**src/rtl/store_merge_unit_pkg.sv**
```systemverilog
// Shared types for the store merge unit: size codes, FSM states, default read latency.
package store_pkg;

  typedef enum logic [1:0] {
    SZ_WORD = 2'b00,
    SZ_HALF = 2'b01,
    SZ_BYTE = 2'b10,
    SZ_RSVD = 2'b11
  } size_e;

  typedef enum logic [2:0] {
    IDLE,
    READ,
    WRITE,
    DONE,
    ERR
  } state_e;

  localparam int MEM_RD_LAT_DEFAULT = 1;

endpackage

```
**src/rtl/store_merge_unit_if.sv**
```systemverilog
// Request handshake and memory write-port bundle between the control FSM, the store unit and memory.
interface store_merge_unit_if;

  logic        start;
  logic [1:0]  size;
  logic [31:0] addr;
  logic [31:0] wdata;
  logic [31:0] mem_rdata;
  logic [31:0] mem_addr;
  logic [31:0] mem_wdata;
  logic        mem_wr;
  logic        busy;
  logic        done;
  logic        err;

  modport master (
    output start, size, addr, wdata, mem_rdata,
    input  mem_addr, mem_wdata, mem_wr, busy, done, err
  );

  modport slave (
    input  start, size, addr, wdata, mem_rdata,
    output mem_addr, mem_wdata, mem_wr, busy, done, err
  );

endinterface

```
**src/rtl/store_merge_unit_merge.sv**
```systemverilog
// Combinational little-endian lane merge: inserts the store byte/half into the old word.
module byte_lane_merge
  import store_pkg::*;
(
  input  logic [31:0] old_i,
  input  logic [31:0] wdata_i,
  input  logic [1:0]  size_i,
  input  logic [1:0]  lane_i,
  output logic [31:0] merged_o
);

  always_comb begin
    merged_o = old_i;
    case (size_i)
      SZ_WORD: merged_o = wdata_i;
      SZ_HALF: merged_o[{lane_i[1], 4'b0000} +: 16] = wdata_i[15:0];
      SZ_BYTE: merged_o[{lane_i, 3'b000} +: 8] = wdata_i[7:0];
      default: merged_o = old_i;
    endcase
  end

endmodule

```
**src/rtl/store_merge_unit.sv**
```systemverilog
// Read-modify-write store engine for sw/sh/sb into word-addressed memory.
// Optional build macro STORE_ALIGN_TRAP_EN turns misaligned sh/sw into an err pulse.
module store_merge_unit
  import store_pkg::*;
#(
  parameter int MEM_RD_LAT = MEM_RD_LAT_DEFAULT
) (
  input logic               clk,
  input logic               reset,
  store_merge_unit_if.slave bus
);

  localparam logic [2:0] LAT_LAST = 3'(MEM_RD_LAT - 1);

  state_e      state_q, state_d;
  logic [2:0]  lat_q, lat_d;
  logic [31:0] addr_q, addr_d;
  logic [1:0]  size_q, size_d;
  logic [31:0] wdata_q, wdata_d;
  logic [31:0] old_q, old_d;
  logic [31:0] mem_wdata_q, mem_wdata_d;
  logic        mem_wr_q, mem_wr_d;
  logic        done_q, done_d;
  logic        err_q, err_d;
  logic [31:0] merged;
  logic        trap;

`ifdef STORE_ALIGN_TRAP_EN
  assign trap = ((bus.size == SZ_HALF) && bus.addr[0]) ||
                ((bus.size == SZ_WORD) && (bus.addr[1:0] != 2'b00));
`else
  assign trap = 1'b0;
`endif

  byte_lane_merge u_merge (
    .old_i    (old_q),
    .wdata_i  (wdata_q),
    .size_i   (size_q),
    .lane_i   (addr_q[1:0]),
    .merged_o (merged)
  );

  always_ff @(posedge clk) begin
    if (reset) begin
      state_q     <= IDLE;
      lat_q       <= '0;
      addr_q      <= '0;
      size_q      <= '0;
      wdata_q     <= '0;
      old_q       <= '0;
      mem_wdata_q <= '0;
      mem_wr_q    <= 1'b0;
      done_q      <= 1'b0;
      err_q       <= 1'b0;
    end else begin
      state_q     <= state_d;
      lat_q       <= lat_d;
      addr_q      <= addr_d;
      size_q      <= size_d;
      wdata_q     <= wdata_d;
      old_q       <= old_d;
      mem_wdata_q <= mem_wdata_d;
      mem_wr_q    <= mem_wr_d;
      done_q      <= done_d;
      err_q       <= err_d;
    end
  end

  // Request fields are captured only when a start is accepted in IDLE.
  always_comb begin
    state_d = state_q;
    lat_d   = lat_q;
    addr_d  = addr_q;
    size_d  = size_q;
    wdata_d = wdata_q;
    old_d   = old_q;
    case (state_q)
      IDLE: begin
        lat_d = '0;
        if (bus.start) begin
          addr_d  = bus.addr;
          size_d  = bus.size;
          wdata_d = bus.wdata;
          if ((bus.size == SZ_RSVD) || trap) state_d = ERR;
          else if (bus.size == SZ_WORD)      state_d = WRITE;
          else                               state_d = READ;
        end
      end
      READ: begin
        if (lat_q == LAT_LAST) begin
          old_d   = bus.mem_rdata;
          lat_d   = '0;
          state_d = WRITE;
        end else begin
          lat_d = lat_q + 3'd1;
        end
      end
      WRITE:   state_d = DONE;
      DONE:    state_d = IDLE;
      ERR:     state_d = IDLE;
      default: state_d = IDLE;
    endcase
  end

  // Strobes are registered so they appear one cycle after their state.
  always_comb begin
    mem_wr_d    = (state_q == WRITE);
    done_d      = (state_q == DONE);
    err_d       = (state_q == ERR);
    mem_wdata_d = (state_q == WRITE) ? merged : mem_wdata_q;
  end

  assign bus.mem_addr  = {addr_q[31:2], 2'b00};
  assign bus.mem_wdata = mem_wdata_q;
  assign bus.mem_wr    = mem_wr_q;
  assign bus.busy      = (state_q != IDLE);
  assign bus.done      = done_q;
  assign bus.err       = err_q;

endmodule
```
**src/flat_wrapper.sv**
```systemverilog
// flat-port wrapper written by rule: the top's interface ports become plain ports
module store_merge_unit_flat import store_pkg::*;
#(
  parameter int MEM_RD_LAT = MEM_RD_LAT_DEFAULT
)
  (clk, reset, bus_start, bus_size, bus_addr, bus_wdata, bus_mem_rdata, bus_mem_addr, bus_mem_wdata, bus_mem_wr, bus_busy, bus_done, bus_err);
  store_merge_unit_if bus_i ();
  input logic clk;
  input logic reset;
  input wire logic [$bits(bus_i.start)-1:0] bus_start;
  input wire logic [$bits(bus_i.size)-1:0] bus_size;
  input wire logic [$bits(bus_i.addr)-1:0] bus_addr;
  input wire logic [$bits(bus_i.wdata)-1:0] bus_wdata;
  input wire logic [$bits(bus_i.mem_rdata)-1:0] bus_mem_rdata;
  output wire logic [$bits(bus_i.mem_addr)-1:0] bus_mem_addr;
  output wire logic [$bits(bus_i.mem_wdata)-1:0] bus_mem_wdata;
  output wire logic [$bits(bus_i.mem_wr)-1:0] bus_mem_wr;
  output wire logic [$bits(bus_i.busy)-1:0] bus_busy;
  output wire logic [$bits(bus_i.done)-1:0] bus_done;
  output wire logic [$bits(bus_i.err)-1:0] bus_err;
  assign bus_i.start = bus_start;
  assign bus_i.size = bus_size;
  assign bus_i.addr = bus_addr;
  assign bus_i.wdata = bus_wdata;
  assign bus_i.mem_rdata = bus_mem_rdata;
  assign bus_mem_addr = bus_i.mem_addr;
  assign bus_mem_wdata = bus_i.mem_wdata;
  assign bus_mem_wr = bus_i.mem_wr;
  assign bus_busy = bus_i.busy;
  assign bus_done = bus_i.done;
  assign bus_err = bus_i.err;
  store_merge_unit #(.MEM_RD_LAT(MEM_RD_LAT)) u_core (.clk(clk), .reset(reset), .bus(bus_i));
endmodule
```
**config.mk**
```make
export PLATFORM = sky130hd
export DESIGN_NAME = store_merge_unit_flat
export DESIGN_NICKNAME = d
export VERILOG_FILES = /design/src/rtl/store_merge_unit_pkg.sv /design/src/rtl/store_merge_unit_if.sv /design/src/rtl/store_merge_unit_merge.sv /design/src/rtl/store_merge_unit.sv /design/src/flat_wrapper.sv
export SDC_FILE = /design/constraint.sdc
export NUM_CORES = 1
export LEC_CHECK = 0
export CAP_MARGIN = 20
export CORE_ASPECT_RATIO = 0.7
export CORE_MARGIN = 2
export CORE_UTILIZATION = 44
export DETAILED_ROUTE_END_ITERATION = 8
export PLACE_DENSITY = 0.76
export SYNTH_ARGS = -nofsm -noshare
export SYNTH_HDL_FRONTEND = slang
export SYNTH_SLANG_ARGS = --single-unit
```
**constraint.sdc**
```tcl
create_clock -name clk -period 2.2 [get_ports clk]
set_input_delay 0.55 -clock clk [delete_from_list [all_inputs] [get_ports clk]]
set_output_delay 0.55 -clock clk [all_outputs]
set_load 0.05 [all_outputs]
```
==> results.md <==
* Run status: finished clean
* Crit end category: primary output
* Pwr dens at between 800 and 900 nW/um^2
* Post-CTS Setup Bufs at 0
* Chip width at about 150 um
* Drt pass-1 iters at 5
* Worst Skew at between 8 and 9 ps
* Cell count after synthesis at 831
* CP bufs+invs at 1
* Slew @ Worst Pin at a little under 700 ps
* First-pass GRT wire length at 30.6 mm
* Crit path max-delay family: buffers and inverters
* Layout cell share with drive strength beyond 1 at 0.0824
* Cts bufs inserted at 17
* Full die area at approximately 16000 sq um
* Final Routed Wirelength at slightly below 20 mm
* VDD IR max at 0.553 mV
* Pin count of the biggest net entering global routing at 60
* Sequential Power Share at 0.391
* Sum Neg Setup Slack at 0 ps
* Filler cells at 1296
* NetSw at 2.24 mW
* Drt first-iter violations at ~650
* I/O pin cnt at 169
* FP Rows at 37
* Slowest cell on crit path: clkdlybuf4s50_1
* Synth Area per Inst at just under 8 sq um
* Placed cell area at just over 8000 sq um
* Reg clk slew, reported paths at around 60 ps
* Area Overhead vs Synth at 34.3%
* Tcrit/Tclk final at 0.987
* Clock Latency Late Sink at approximately 420 ps
* Sequential fraction of the synthesis area at 0.428
* Post_cts resized at 0
* #FFs+latches synth at between 100 and 150
* Final slew viol count at 0
* Via/cell ratio at 5.40
* Finished Cell Area at 8740 sq um
* Core Box Area at about 15000 sq um
* Crit start category: register
* Ys async rst share at 0
* Remaining Overflow, GRT at 0
* Number of global-route vias before repair at between 5000 and 6000
* Final setup fails at 0
* Worst Path Max Fanout at 2
* WL/cell at approximately 17 um
* Final layout net count at approximately 1100
* Final Hold Viols at 0
* Multi-input logic area at about 3200 sq um
* Clock share of power at 0.391
* RSZ-0062 raised after global routing: false
* Achievable clock frequency at ~0.46 GHz
* Hold Path Class: register to register
* Switch share at 0.300
* Final min period at around 2200 ps
* Detailed Place HPWL at roughly 13 mm
* WS Path Type: register to primary output
* Pleak at 3.23 nW
* Worst EP required at 1650 ps
* Max-Cap Viols at 0
* Cell variety after synth at 50
* Relative slew slack at 0.544
* Final ANT Viol Nets at 0
* Hold slack at ~450 ps
* Worst path max stage delay at 820 ps
* Placer Congestion at 0.950
* Port bufs at 166
* Routed vias at 6228
* Sequential cell area at between 2000 and 3000 sq um
* Most used DFF post-synth: dfxtp_1
* Initial antenna violation count at 0
* Chip height at around 110 um
* Initial Utilization at 0.446
* Clock sinks at approximately 140
* Cell Chain, Critical Path: clkdlybuf4s50_1
* CP arrival at about 1600 ps
* Comb pwr share at 0.218
* H-tree Lvls at 4
* Ys Warns at 0
* ANT cells at 0
* Tot GR Track Use at 0.248
* CTS tree: done
* Hold buffer count at CTS at 0
* Syn Std Cell Area at between 6000 and 7000 sq um
* Post-synth EDFFs at 0
* Drt drc at 0
* CTS root buf: clkbuf_16
* CTS Buffer Depth at 2
* Pint at 5.22 mW
## worst register-to-register path, delay by kind of cell (launching register included)
family / cells / cell delay, ps
AO/OA/AOI/OAI: 2 / 510
AND/OR/NAND/NOR: 1 / 510
adder cells (fa/ha/maj): 1 / 240
flip-flops: 1 / 330
buffers and inverters: 1 / 330
## synthesized netlist by cell type, types with 11 or more instances
master    count  area, sq um
clkbuf_1     32          120
a21oi_1     119          596
o21ai_1      23          115
buf_2        24          120
o21ai_0      19         95.1
inv_1        15         56.3
nor2b_1      11         68.8
nand2_1     227          852
buf_4        34          255
dfxtp_1     139         2780
nor2_1       46          173
mux2i_1      16          160
## cell type report
type	count	area share
clock buffers	25	0.0556
flip-flops and latches	139	0.318
repair buffers	191	0.216
well taps	195	0.0279
multi-input cells	581	0.362
clock inverters	7	0.0129
inverters	16	0.00687
## routing by layer
layer / share of wire / global-route usage / vias up
li1: - / - / 3018
met2: 0.42 / 0.360 / 293
met5: 0 / 0 / -
met4: 0.020 / 0.0857 / 0
met3: 0.10 / 0.0658 / 37
met1: 0.46 / 0.352 / 2880
## kinds of logic (layout without fill, tap and decap cells)
| kind of cell | Yosys count | after routing | synth area share |
|---|---|---|---|
| AND/OR/NAND/NOR | 324 | 324 | 0.215 |
| AO/OA/AOI/OAI | 229 | 229 | 0.223 |
| flip-flops | 139 | 139 | 0.428 |
| buffers and inverters | 112 | 239 | 0.0900 |
| multiplexers | 16 | 16 | 0.0246 |
| adder cells (fa/ha/maj) | 9 | 9 | 0.0173 |
| other | 1 | 2 | 0.000576 |
| XOR/XNOR | 1 | 1 | 0.00135 |
## layout by cell type (no fill, tap or decap), types with 8 or more instances in the layout
cell / n
nand2_1: 226
a21oi_1: 119
o31ai_1: 8
nor2b_1: 11
ha_1: 9
a311oi_1: 9
nor2_1: 46
and3_1: 9
buf_4: 24
o221ai_1: 8
clkbuf_16: 17
o21ai_1: 23
inv_1: 15
clkdlybuf4s50_1: 162
o21ai_0: 19
mux2i_1: 16
dfxtp_1: 139
## power groups by stage
stage | logic, mW | registers, mW | clock network, mW
floorplan | 0.968 | 3.02 | 0
detailed placement | 1.61 | 2.96 | 0
global route | 1.75 | 2.93 | 3.06
finish | 1.63 | 2.92 | 2.92
CTS | 1.62 | 2.90 | 2.94
global placement | 1.59 | 2.95 | 0
## final timing paths
path / startpoint / end / slack (ps) / cells after the start
min reg2reg: u_core.bus.mem_wdata[5] / u_core.bus.mem_wdata[5] / 450 / 2
max: u_core.bus.mem_wdata[26] / bus_mem_wdata[26] / 30 / 1
max reg2reg: u_core.addr_q[1] / u_core.bus.mem_wdata[28] / 180 / 5
min: u_core.bus.mem_wdata[5] / u_core.bus.mem_wdata[5] / 450 / 2
## flip-flops by register name (all words and copies together), names as in the netlist
name / count
u_core.state_q: 3
u_core.bus.mem_wdata: 32
u_core.bus.mem_wr: 1
u_core.old_q: 32
u_core.bus.done: 1
u_core.lat_q: 3
u_core.wdata_q: 32
u_core.size_q: 2
u_core.bus.err: 1
u_core.addr_q: 32
## per-stage QoR
step | power, mW | cells | worst slack [ps] | util
after global placement | 4.54 | 1122 | 352 | 0.557
after floorplan | 3.99 | 832 | 22.1 | -
after CTS | 7.47 | 1154 | 11.2 | 0.598
after detailed placement | 4.56 | 1122 | 285 | 0.557
after global routing | 7.74 | 1154 | 10.5 | 0.599
final | 7.46 | 1154 | 28.9 | 0.599
(Power assumes the default switching activity.)
